$ cat config.mk
export PLATFORM = sky130hd
export DESIGN_NAME = mod_pow2_scale_seq
export DESIGN_NICKNAME = d
export VERILOG_FILES = /design/src/rtl/mod_pow2_scale_seq.sv
export SDC_FILE = /design/constraint.sdc
export NUM_CORES = 1
export LEC_CHECK = 0
export BUFFER_PORTS_ARGS = -buffer_cell sky130_fd_sc_hd__clkbuf_2
export CELL_PAD_IN_SITES_DETAIL_PLACEMENT = 1
export CELL_PAD_IN_SITES_GLOBAL_PLACEMENT = 1
export CORE_MARGIN = 2
export CORE_UTILIZATION = 41
export DETAILED_ROUTE_END_ITERATION = 10
export PLACE_DENSITY = 0.85
export SYNTH_ARGS = -nofsm -noshare
export SYNTH_HDL_FRONTEND = slang
export SYNTH_SLANG_ARGS = --single-unit
$ cat constraint.sdc
create_clock -name clk -period 3.2 [get_ports clk]
set_input_delay 0.64 -clock clk [delete_from_list [all_inputs] [get_ports clk]]
set_output_delay 0.64 -clock clk [all_outputs]
set_load 0.03 [all_outputs]
$ cat src/rtl/mod_pow2_scale_seq.sv
// Iterative modular power-of-two scaler: y = x * 2^(-k) mod Q (halve) or x * 2^k mod Q (double).
// One halving/doubling step per clock, valid/ready on both sides, tag carried alongside.
module mod_pow2_scale_seq #(
    parameter int Q    = 3329,
    parameter int W    = 12,
    parameter int KMAX = 7,
    parameter int KW   = 3,
    parameter int TW   = 4
) (
    input  logic          clk,
    input  logic          rst,
    input  logic          in_valid,
    output logic          in_ready,
    input  logic [W-1:0]  in_x,
    input  logic [KW-1:0] in_k,
    input  logic          in_dir,
    input  logic [TW-1:0] in_tag,
    output logic          out_valid,
    input  logic          out_ready,
    output logic [W-1:0]  out_y,
    output logic [TW-1:0] out_tag,
    output logic          busy
);

    localparam logic [W-1:0]  Q_W    = W'(Q);
    localparam logic [W:0]    Q_W1   = (W+1)'(Q);
    localparam logic [W-1:0]  HALF_W = W'((Q + 1) / 2);
    localparam logic [KW-1:0] KMAX_W = KW'(KMAX);

    typedef enum logic [1:0] {
        S_IDLE = 2'd0,
        S_BUSY = 2'd1,
        S_DONE = 2'd2
    } state_t;

    state_t         state_q, state_d;
    logic [W-1:0]   r_q, r_d;
    logic [KW-1:0]  cnt_q, cnt_d;
    logic           dir_q, dir_d;
    logic [TW-1:0]  tag_q, tag_d;
    logic [W-1:0]   y_q, y_d;
    logic [TW-1:0]  ytag_q, ytag_d;

    logic           accept_s;
    logic [W-1:0]   in_r_s;
    logic [W-1:0]   step_s;
    logic [KW-1:0]  k_eff_s;

    function automatic logic [W-1:0] reduce_once(input logic [W-1:0] x);
        logic [W-1:0] res;
        if (x >= Q_W) res = x - Q_W;
        else          res = x;
        return res;
    endfunction

    // Odd r: (r + Q) / 2 rewritten as (r >> 1) + (Q + 1) / 2 so it never leaves [0, Q).
    function automatic logic [W-1:0] halve_step(input logic [W-1:0] r);
        logic [W-1:0] res;
        if (r[0]) res = (r >> 1) + HALF_W;
        else      res = r >> 1;
        return res;
    endfunction

    function automatic logic [W-1:0] double_step(input logic [W-1:0] r);
        logic [W:0] t;
        logic [W:0] ts;
        t  = {r, 1'b0};
        ts = t - Q_W1;
        if (t >= Q_W1) return ts[W-1:0];
        else           return t[W-1:0];
    endfunction

    assign accept_s  = in_valid & in_ready;
    assign in_r_s    = reduce_once(in_x);
    assign step_s    = dir_q ? double_step(r_q) : halve_step(r_q);
    // Out-of-range step counts are clamped so the FSM always terminates.
    assign k_eff_s   = (in_k > KMAX_W) ? KMAX_W : in_k;

    assign in_ready  = ~rst & ((state_q == S_IDLE) | ((state_q == S_DONE) & out_ready));
    assign out_valid = (state_q == S_DONE);
    assign busy      = (state_q == S_BUSY);
    assign out_y     = y_q;
    assign out_tag   = ytag_q;

    // Next-state and datapath update for the IDLE/BUSY/DONE controller.
    always_comb begin
        state_d = state_q;
        r_d     = r_q;
        cnt_d   = cnt_q;
        dir_d   = dir_q;
        tag_d   = tag_q;
        y_d     = y_q;
        ytag_d  = ytag_q;
        case (state_q)
            S_IDLE: begin
                if (accept_s) state_d = (k_eff_s == {KW{1'b0}}) ? S_DONE : S_BUSY;
                else          state_d = S_IDLE;
            end
            S_BUSY: begin
                r_d   = step_s;
                cnt_d = cnt_q - KW'(1);
                if (cnt_q <= KW'(1)) begin
                    state_d = S_DONE;
                    y_d     = step_s;
                    ytag_d  = tag_q;
                end else begin
                    state_d = S_BUSY;
                end
            end
            S_DONE: begin
                if (accept_s)       state_d = (k_eff_s == {KW{1'b0}}) ? S_DONE : S_BUSY;
                else if (out_ready) state_d = S_IDLE;
                else                state_d = S_DONE;
            end
            default: begin
                state_d = S_IDLE;
            end
        endcase
        if (accept_s) begin
            r_d   = in_r_s;
            cnt_d = k_eff_s;
            dir_d = in_dir;
            tag_d = in_tag;
            if (k_eff_s == {KW{1'b0}}) begin
                y_d    = in_r_s;
                ytag_d = in_tag;
            end else begin
                y_d    = y_q;
                ytag_d = ytag_q;
            end
        end else begin
            dir_d = dir_q;
        end
    end

    // State and datapath registers; reset discards any in-flight operand.
    always_ff @(posedge clk) begin
        if (rst) begin
            state_q <= S_IDLE;
            r_q     <= {W{1'b0}};
            cnt_q   <= {KW{1'b0}};
            dir_q   <= 1'b0;
            tag_q   <= {TW{1'b0}};
            y_q     <= {W{1'b0}};
            ytag_q  <= {TW{1'b0}};
        end else begin
            state_q <= state_d;
            r_q     <= r_d;
            cnt_q   <= cnt_d;
            dir_q   <= dir_d;
            tag_q   <= tag_d;
            y_q     <= y_d;
            ytag_q  <= ytag_d;
        end
    end

endmodule
==> results of run 1 <==
[metrics by stage]
step	instances	utilization, %	instance area (µm²)
CTS	470	48.6	3090
global route	470	48.6	3090
finish	470	48.6	3090
global placement	463	46.9	2980
floorplan	358	-	2690
detailed placement	463	46.9	2980
[layout make-up]
class / instances / share of cell area (%)
clock buffers: 6 / 2.67
clock inverters: 1 / 0.972
inverters: 15 / 1.82
multi-input cells: 279 / 57.1
flip-flops and latches: 38 / 24.6
well taps: 77 / 3.12
repair buffers: 54 / 9.72
[path summary, 6_finish.rpt]
kind,startpoint,endpoint,slack [ps],depth (start not counted)
worst max-delay path,in_x[1],out_y[6]$_SDFFE_PP0P_,460,9
worst min register to register,out_y[7]$_SDFFE_PP0P_,out_y[7]$_SDFFE_PP0P_,460,2
worst max register to register,r_q[1]$_SDFFE_PP0P_,out_y[11]$_SDFFE_PP0P_,500,8
worst min-delay path,out_y[7]$_SDFFE_PP0P_,out_y[7]$_SDFFE_PP0P_,460,2
[cells in the mapped netlist (3+ instances only)]
master      n  share of area [%]
or4_1       3               0.84
a21boi_0    3               0.84
xnor2_1    10                3.3
ha_1        8                3.7
o31ai_1     3               0.84
a21oi_1    23                4.3
dfxtp_1    38                 28
nor4_1      6                1.4
nand2b_1    4               0.93
o211ai_1    7                2.0
a21o_1      3               0.84
nor3_1     16                3.0
xor2_1      4                1.3
nand3_1     6                1.1
inv_1      13                1.8
o22ai_1     3               0.70
a311oi_1    4                1.3
o21ai_0    22                4.1
a31oi_1     5                1.2
o2bb2ai_1   3               0.98
nand2_1    26                3.6
mux2i_1     9                3.4
nand4_1     9                2.1
clkbuf_1   20                2.8
buf_1       3               0.42
nor2_1     46                6.4
a2111oi_0   5                1.6
a211oi_1    9                2.5
nor2b_1     3               0.70
[power groups by stage]
stage,combinational (W),clock [W],sequential (W)
floorplan,0.000389,0,0.000623
CTS,0.000593,0.000425,0.000612
finish,0.000597,0.000417,0.000615
global placement,0.000564,0,0.000618
global route,0.000653,0.000441,0.000625
detailed placement,0.000586,0,0.000623
[flip-flops by register name (all words and copies together) (netlist names)]
| signal | cells |
|---|---|
| out_y | 12 |
| r_q | 12 |
| out_tag | 4 |
| tag_q | 4 |
| cnt_q | 3 |
| state_q | 2 |
| dir_q | 1 |
[per-layer routing]
metal / GRT usage (%) / vias to the layer above / wire [µm]
li1: - / 1406 / -
met1: 33.5 / 1436 / 3920
met2: 45.2 / 115 / 4510
met3: 3.79 / 28 / 607
met4: 10.7 / 0 / 307
met5: 0 / - / 0
[cells by family after synthesis]
| group | after synthesis | share of synthesized area, % |
|---|---|---|
| fa+ha+maj | 8 | 3.73 |
| compound gates | 114 | 29.3 |
| simple gates | 133 | 24.3 |
| flops | 38 | 28.3 |
| mux | 10 | 3.77 |
| xor+xnor | 14 | 4.56 |
| buf+inv | 41 | 6.10 |
[worst register-to-register path, cell delays in order, from the launching register on]
cell and delay [ps]:
dfxtp_1 380, inv_1 150, ha_1 250, or4b_4 500
o31a_1 310, nor2_2 160, nor4_1 80, or4_1 490
a311oi_1 290
==> flow_summary.toml, run 1 <==
[timing]
rsz0062_at_grt = "no"
relSlewSlack_pct = 56.2
slew_violations = 0
hold_viol_final = 0
setup_violations = 0
whs_ps = 459
finalCriticalPeriod_ps = 2740
finClkSkew_ps = 5.62
max_freq_mhz = 365
period_share_pct = 85.5
tightest_slew_ps = 655
fin_tns_setup_ps = 0
fin_ws_ps = 463

[critical_path]
critPathBufInv = 2
critical_path_required_ps = 3410
arrival_ps = 2950
crit_slowest_cell = "or4b_2"
cp-start-kind = "input port"
path_delay_family = "compound AO/OA/AOI/OAI gates"
path_cells = "clkbuf_2 > inv_1 > ha_1 > or4b_2 > a2111oi_0 > o32ai_1 > o21ai_0 > a21oi_1 > nor3_1"
critical_path.max_fanout = 4
crit_path_max_incr_delay_ps = 670
critical_path_class = "in2reg"
cp-end-kind = "flip-flop"

[power]
p_clk_share_pct = 25.6
p_seq_share_pct = 37.7
intPower_w = 0.000995
switchingPower_w = 0.000635
ir_drop_uv = 270
p_leak_nw = 1.16
p_total_w = 0.00163
switching_share_pct = 39.0
cellPowerDensity_nw_per_um2 = 528
p_comb_share_pct = 36.6

[grt]
antenna_found_initial = 0
grtUsageTotal_pct = 26.5
grt_max_degree = 40
grt_first_pass_wirelength_mm = 15.2
overflow = 0
grt_pass1_vias = 3033

[clock_network]
cts-root-buf = "clkbuf_8"
numCtsBuffers = 5
cts_setup_buffers = 0
cts_resized = 0
clk_pin_slew_ps = 80
cts_tree = "built"
clkLatencyLatePin_ps = 290
h-tree-depth = 2
holdBufCountCts = 0
clock_path_buffers = 2
clock-sinks = 38

[synth]
ys_ff_latch = 38
ys.flop_type = "dfxtp_1"
synth_nets = 390
syn_inst = 358
ys_seq_area_share_pct = 28.3
syn_area_per_cell_um2 = 7.50
yosysUniqueCellTypes = 60
yosysWarnings = 0
async_reset_ff_share_pct = 0
netlist_area_um2 = 2690
synth_edf_count = 0

[die]
initial_core_util_pct = 42.3
num_io_pins = 43
dieArea_um2 = 7220
rows = 29
die_w_um = 84.9
core_um2 = 6350
die_h_um = 84.9

[cells_and_area]
nFillCells = 809
area_growth_pct = 15.0
drive_gt1_share_pct = 17.6
multi_input_area_um2 = 1760
nets = 425
mostFrequentLayoutCells = "nor2_1, clkbuf_2, dfxtp_1, nand2_1, a21oi_1"
diodes = 0
final_common_cell = "nor2_1"
regArea_um2 = 761

[run_status]
status = "completed"

[place]
dp_hpwl_mm = 6.98
place.gp.congestion = 0.956
io_buffers = 42
dpl_worst_slack_ps = 239

[drt]
num_vias = 2985
routed_wl_mm = 9.35
wl_per_cell_um = 19.9
antenna_left = 0
drtPass1Iterations = 5
drc = 0
routed_via_density = 6.35
drt_iter0_drc = 171

[hold_path]
min_path_type = "reg2reg"

[flow_run]
drv_cap = 0
No activity file was read; power rests on OpenSTA's default activity.
==> run 2, diff against run 1 <==
==> constraint.sdc (replaced) <==
create_clock -name clk -period 3.2 [get_ports clk]
set_input_delay 0.16 -clock clk [delete_from_list [all_inputs] [get_ports clk]]
set_output_delay 0.16 -clock clk [all_outputs]
set_load 0.02 [all_outputs]
==> flow_summary.toml, run 2 (same netlist as run 1, synthesis figures left out) <==
[run_status]
status = "completed"

[die]
initial_core_util_pct = 42.3
num_io_pins = 43
rows = 29
core_um2 = 6350
die_h_um = 84.9
die_w_um = 84.9
dieArea_um2 = 7220

[critical_path]
cp-start-kind = "flip-flop"
reg2reg_setup_slack_ps = 630
crit_path_max_incr_delay_ps = 510
critical_path_class = "reg2reg"
crit_slowest_cell = "a2bb2oi_1"
cp-end-kind = "flip-flop"
critical_path_required_ps = 3380
path_cells = "inv_1 > ha_1 > nor4b_1 > a2bb2oi_1 > o21ai_0 > xnor2_1 > a21oi_1 > a2111oi_0"
critical_path.max_fanout = 6
arrival_ps = 2760

[cells_and_area]
mostFrequentLayoutCells = "nor2_1, clkbuf_2, dfxtp_1, nand2_1, a21oi_1"
diodes = 0
nets = 423
area_growth_pct = 13.7
nFillCells = 792
final_common_cell = "nor2_1"
drive_gt1_share_pct = 17.3
stdcell_area_um2 = 3060

[drt]
routed_wl_mm = 9.48
antenna_left = 0
drt_iter0_drc = 275
wl_per_cell_um = 20.2
num_vias = 3017
drc = 0
routed_via_density = 6.43
drtPass1Iterations = 5

[clock_network]
cts_tree = "built"
clk_pin_slew_ps = 80
cts_resized = 0
h-tree-depth = 2
holdBufCountCts = 0
clock_path_buffers = 2
numCtsBuffers = 5
clkLatencyLatePin_ps = 300
clock-sinks = 38
cts_setup_buffers = 0
cts-root-buf = "clkbuf_8"

[timing]
slew_violations = 0
fin_ws_ps = 627
finalCriticalPeriod_ps = 2570
finClkSkew_ps = 6.03
max_freq_mhz = 389
setup_violations = 0
period_share_pct = 80.4
hold_viol_final = 0
tightest_slew_ps = 546
rsz0062_at_grt = "no"
relSlewSlack_pct = 62.7
whs_ps = 91.1
fin_tns_setup_ps = 0

[power]
cellPowerDensity_nw_per_um2 = 505
intPower_w = 0.000917
p_seq_share_pct = 39.1
ir_drop_uv = 282
p_comb_share_pct = 37.9
p_leak_nw = 1.14
switching_share_pct = 40.6
p_clk_share_pct = 23.0
switchingPower_w = 0.000626

[place]
dpl_worst_slack_ps = 658
place.gp.congestion = 0.959
dp_hpwl_mm = 6.99
io_buffers = 42
dpl_cell_area_um2 = 2960

[grt]
grtUsageTotal_pct = 26.4
grt_max_degree = 40
grt_pass1_vias = 2943
antenna_found_initial = 0
overflow = 0
grt_first_pass_wirelength_mm = 15.2

[flow_run]
drv_cap = 0

[hold_path]
min_path_type = "in2reg"
==> run 2: cell types whose count changed in the layout (fill, tap and decap cells not counted) <==
cell        delta
bufinv_16      -1
clkinv_2       +1
clkinvlp_4     +1
buf_4          -2
==> run 2: final timing paths <==
path / start / end / cells after the start
setup / recovery: r_q[1]$_SDFFE_PP0P_ / r_q[10]$_SDFFE_PP0P_ / 8
hold / removal: in_dir / dir_q$_SDFFE_PP0N_ / 3
setup reg to reg: r_q[1]$_SDFFE_PP0P_ / r_q[10]$_SDFFE_PP0P_ / 8
hold reg to reg: out_y[0]$_SDFFE_PP0P_ / out_y[0]$_SDFFE_PP0P_ / 2
==> run 2: layout make-up <==
| type | instances | area (µm²) | share of cell area (%) |
|---|---|---|---|
| clock inverter | 2 | 12.5 | 0.410 |
| tap | 77 | 96.3 | 3.15 |
| timing repair buffer | 52 | 285 | 9.34 |
| sequential | 38 | 761 | 24.9 |
| multi-input combinational | 279 | 1760 | 57.7 |
| inverter | 15 | 56.3 | 1.84 |
| clock buffer | 6 | 82.6 | 2.70 |
==> run 2: power groups by stage <==
stage               Clock [W]  Combinational, W  Sequential, W
floorplan                   0          0.000386       0.000604
global placement            0          0.000552       0.000610
detailed placement          0          0.000571       0.000613
CTS                  0.000359          0.000577       0.000602
global route         0.000375          0.000639       0.000611
finish               0.000356          0.000584       0.000604
==> run 2: worst max-delay path: cells and delay by family, from the launching register on <==
family / cells / cell delay [ps]
buffers and inverters: 1 / 120
AOI/OAI and AO/OA: 4 / 1290
adders and majority gates: 1 / 240
xor gates and xnor gates: 1 / 210
DFF: 1 / 410
and+or+nand+nor: 1 / 180
==> run 2: metal layers <==
metal / up-vias / GRT usage [%] / wire, µm
li1: 1400 / - / -
met1: 1459 / 34.8 / 4000
met2: 128 / 44.4 / 4530
met3: 30 / 3.31 / 625
met4: 0 / 9.67 / 321
met5: - / 0 / 0
==> run 2: metrics by stage <==
step | instances | util (%) | power, W
after global placement | 461 | 46.6 | 0.00116
after detailed placement | 461 | 46.6 | 0.00118
final | 469 | 48.1 | 0.00154
after floorplan | 358 | - | 0.000990
after CTS | 469 | 48.1 | 0.00154
after global routing | 469 | 48.1 | 0.00163
==> run 3, diff against run 2 <==
clock period = 2.6 ns   (was 3.2 ns; I/O delays follow)
==> flow_summary.toml, run 3 (same netlist as run 1, synthesis figures left out) <==
[run_status]
status = "completed"

[cells_and_area]
nFillCells = 801
stdcell_count = 474
stdcell_area_um2 = 3140
multi_input_area_um2 = 1790
drive_gt1_share_pct = 19.1
nets = 429
regArea_um2 = 761
mostFrequentLayoutCells = "nor2_1, clkbuf_2, dfxtp_1, nand2_1, a21oi_1"
final_common_cell = "nor2_1"
area_growth_pct = 17.0
diodes = 0

[drt]
wl_per_cell_um = 19.9
num_vias = 2989
antenna_left = 0
drt_iter0_drc = 251
drtPass1Iterations = 4
drc = 0
routed_via_density = 6.31
routed_wl_mm = 9.43

[die]
num_io_pins = 43
dieArea_um2 = 7220
die_h_um = 84.9
initial_core_util_pct = 42.3
core_um2 = 6350
die_w_um = 84.9
rows = 29

[power]
cellPowerDensity_nw_per_um2 = 640
p_leak_nw = 1.19
intPower_w = 0.00125
switching_share_pct = 38.1
p_seq_share_pct = 37.0
switchingPower_w = 0.000766
ir_drop_uv = 376
p_clk_share_pct = 25.8
p_total_w = 0.00201
p_comb_share_pct = 37.2

[clock_network]
h-tree-depth = 2
clk_pin_slew_ps = 80
numCtsBuffers = 5
clkLatencyLatePin_ps = 290
clock_path_buffers = 2
cts-root-buf = "clkbuf_8"
holdBufCountCts = 0
clock-sinks = 38
cts_tree = "built"

[timing]
hold_viol_final = 0
fin_tns_setup_ps = 0
tightest_slew_ps = 673
finalCriticalPeriod_ps = 2430
max_freq_mhz = 412
period_share_pct = 93.3
relSlewSlack_pct = 55.0
finClkSkew_ps = 7.10
slew_violations = 0
setup_violations = 0

[grt]
grt_pass1_vias = 2908
overflow = 0
grt_max_degree = 40
antenna_found_initial = 0
grtUsageTotal_pct = 26.2
grt_first_pass_wirelength_mm = 15.2

[place]
io_buffers = 42
dpl_cell_area_um2 = 3010
placed_cells = 467
dp_hpwl_mm = 7.03
place.gp.congestion = 0.952

[flow_run]
drv_cap = 0

[hold_path]
min_path_type = "in2reg"

[critical_path]
critical_path_class = "reg2reg"
critical_path_required_ps = 2770
critical_path.max_fanout = 6
cp-start-kind = "flip-flop"
arrival_ps = 2600
cp-end-kind = "flip-flop"
-- run 3: cell types whose count changed in the layout (fill, tap and decap cells not counted) --
| cell | change |
|---|---|
| a2bb2oi_1 | -1 |
| a2bb2oi_2 | +1 |
| buf_4 | +6 |
| bufinv_16 | +1 |
| clkinv_2 | -1 |
| clkinvlp_4 | -1 |
| ha_1 | -1 |
| ha_4 | +1 |
| nor4b_1 | -1 |
| nor4b_2 | +1 |
-- run 3: final timing paths --
kind	from	to	slack [ps]	depth (start not counted)
worst max-delay path	r_q[2]$_SDFFE_PP0P_	r_q[10]$_SDFFE_PP0P_	170	8
worst min-delay path	in_dir	dir_q$_SDFFE_PP0N_	40	3
worst max register to register	r_q[2]$_SDFFE_PP0P_	r_q[10]$_SDFFE_PP0P_	170	8
worst min register to register	out_y[7]$_SDFFE_PP0P_	out_y[7]$_SDFFE_PP0P_	460	2
-- run 3: worst max-delay path, cell delays in order (launching register included) --
cell       delay, ps
dfxtp_1          450
inv_1            150
ha_1             220
a21boi_0         230
a21boi_0         170
o21ai_0          400
xnor2_1          170
a21oi_1          110
a2111oi_0        390
-- run 3: layout make-up --
class                   count  share of cell area, %
flip-flops and latches     38                   24.2
well taps                  77                   3.07
multi-input cells         279                   56.8
clock buffers               6                   2.63
inverters                  15                   1.79
clock inverters             1                  0.955
repair buffers             58                   10.5
-- run 3: power by group through the flow --
stage / clock [W] / combinational, W / sequential, W
after floorplan: 0 / 0.000475 / 0.000744
after global placement: 0 / 0.000694 / 0.000748
after detailed placement: 0 / 0.000721 / 0.000753
after CTS: 0.000528 / 0.000729 / 0.000740
after global routing: 0.000543 / 0.000818 / 0.000755
final: 0.000519 / 0.000748 / 0.000745
-- run 3: stage by stage --
| step | setup slack, ps | util, % | hold WS (ps) |
|---|---|---|---|
| floorplan | 283 | - | 238 |
| global placement | 235 | 47.3 | 336 |
| detailed placement | 145 | 47.3 | 339 |
| CTS | 172 | 49.1 | 40.0 |
| global route | -9.79 | 49.5 | 80.9 |
| finish | 173 | 49.5 | 43.4 |
-- run 3: timing repair --
item	CTS	global route
resized for setup	0	4
setup buffers	0	0
setup endpoints to repair	0	2
-- run 3: layer usage --
layer	vias up	share of wire [%]	track usage, %
met5	-	0	0
met4	0	2.3	6.78
met3	21	6.7	4.67
met1	1458	43	36.0
li1	1413	-	-
met2	97	48	42.4
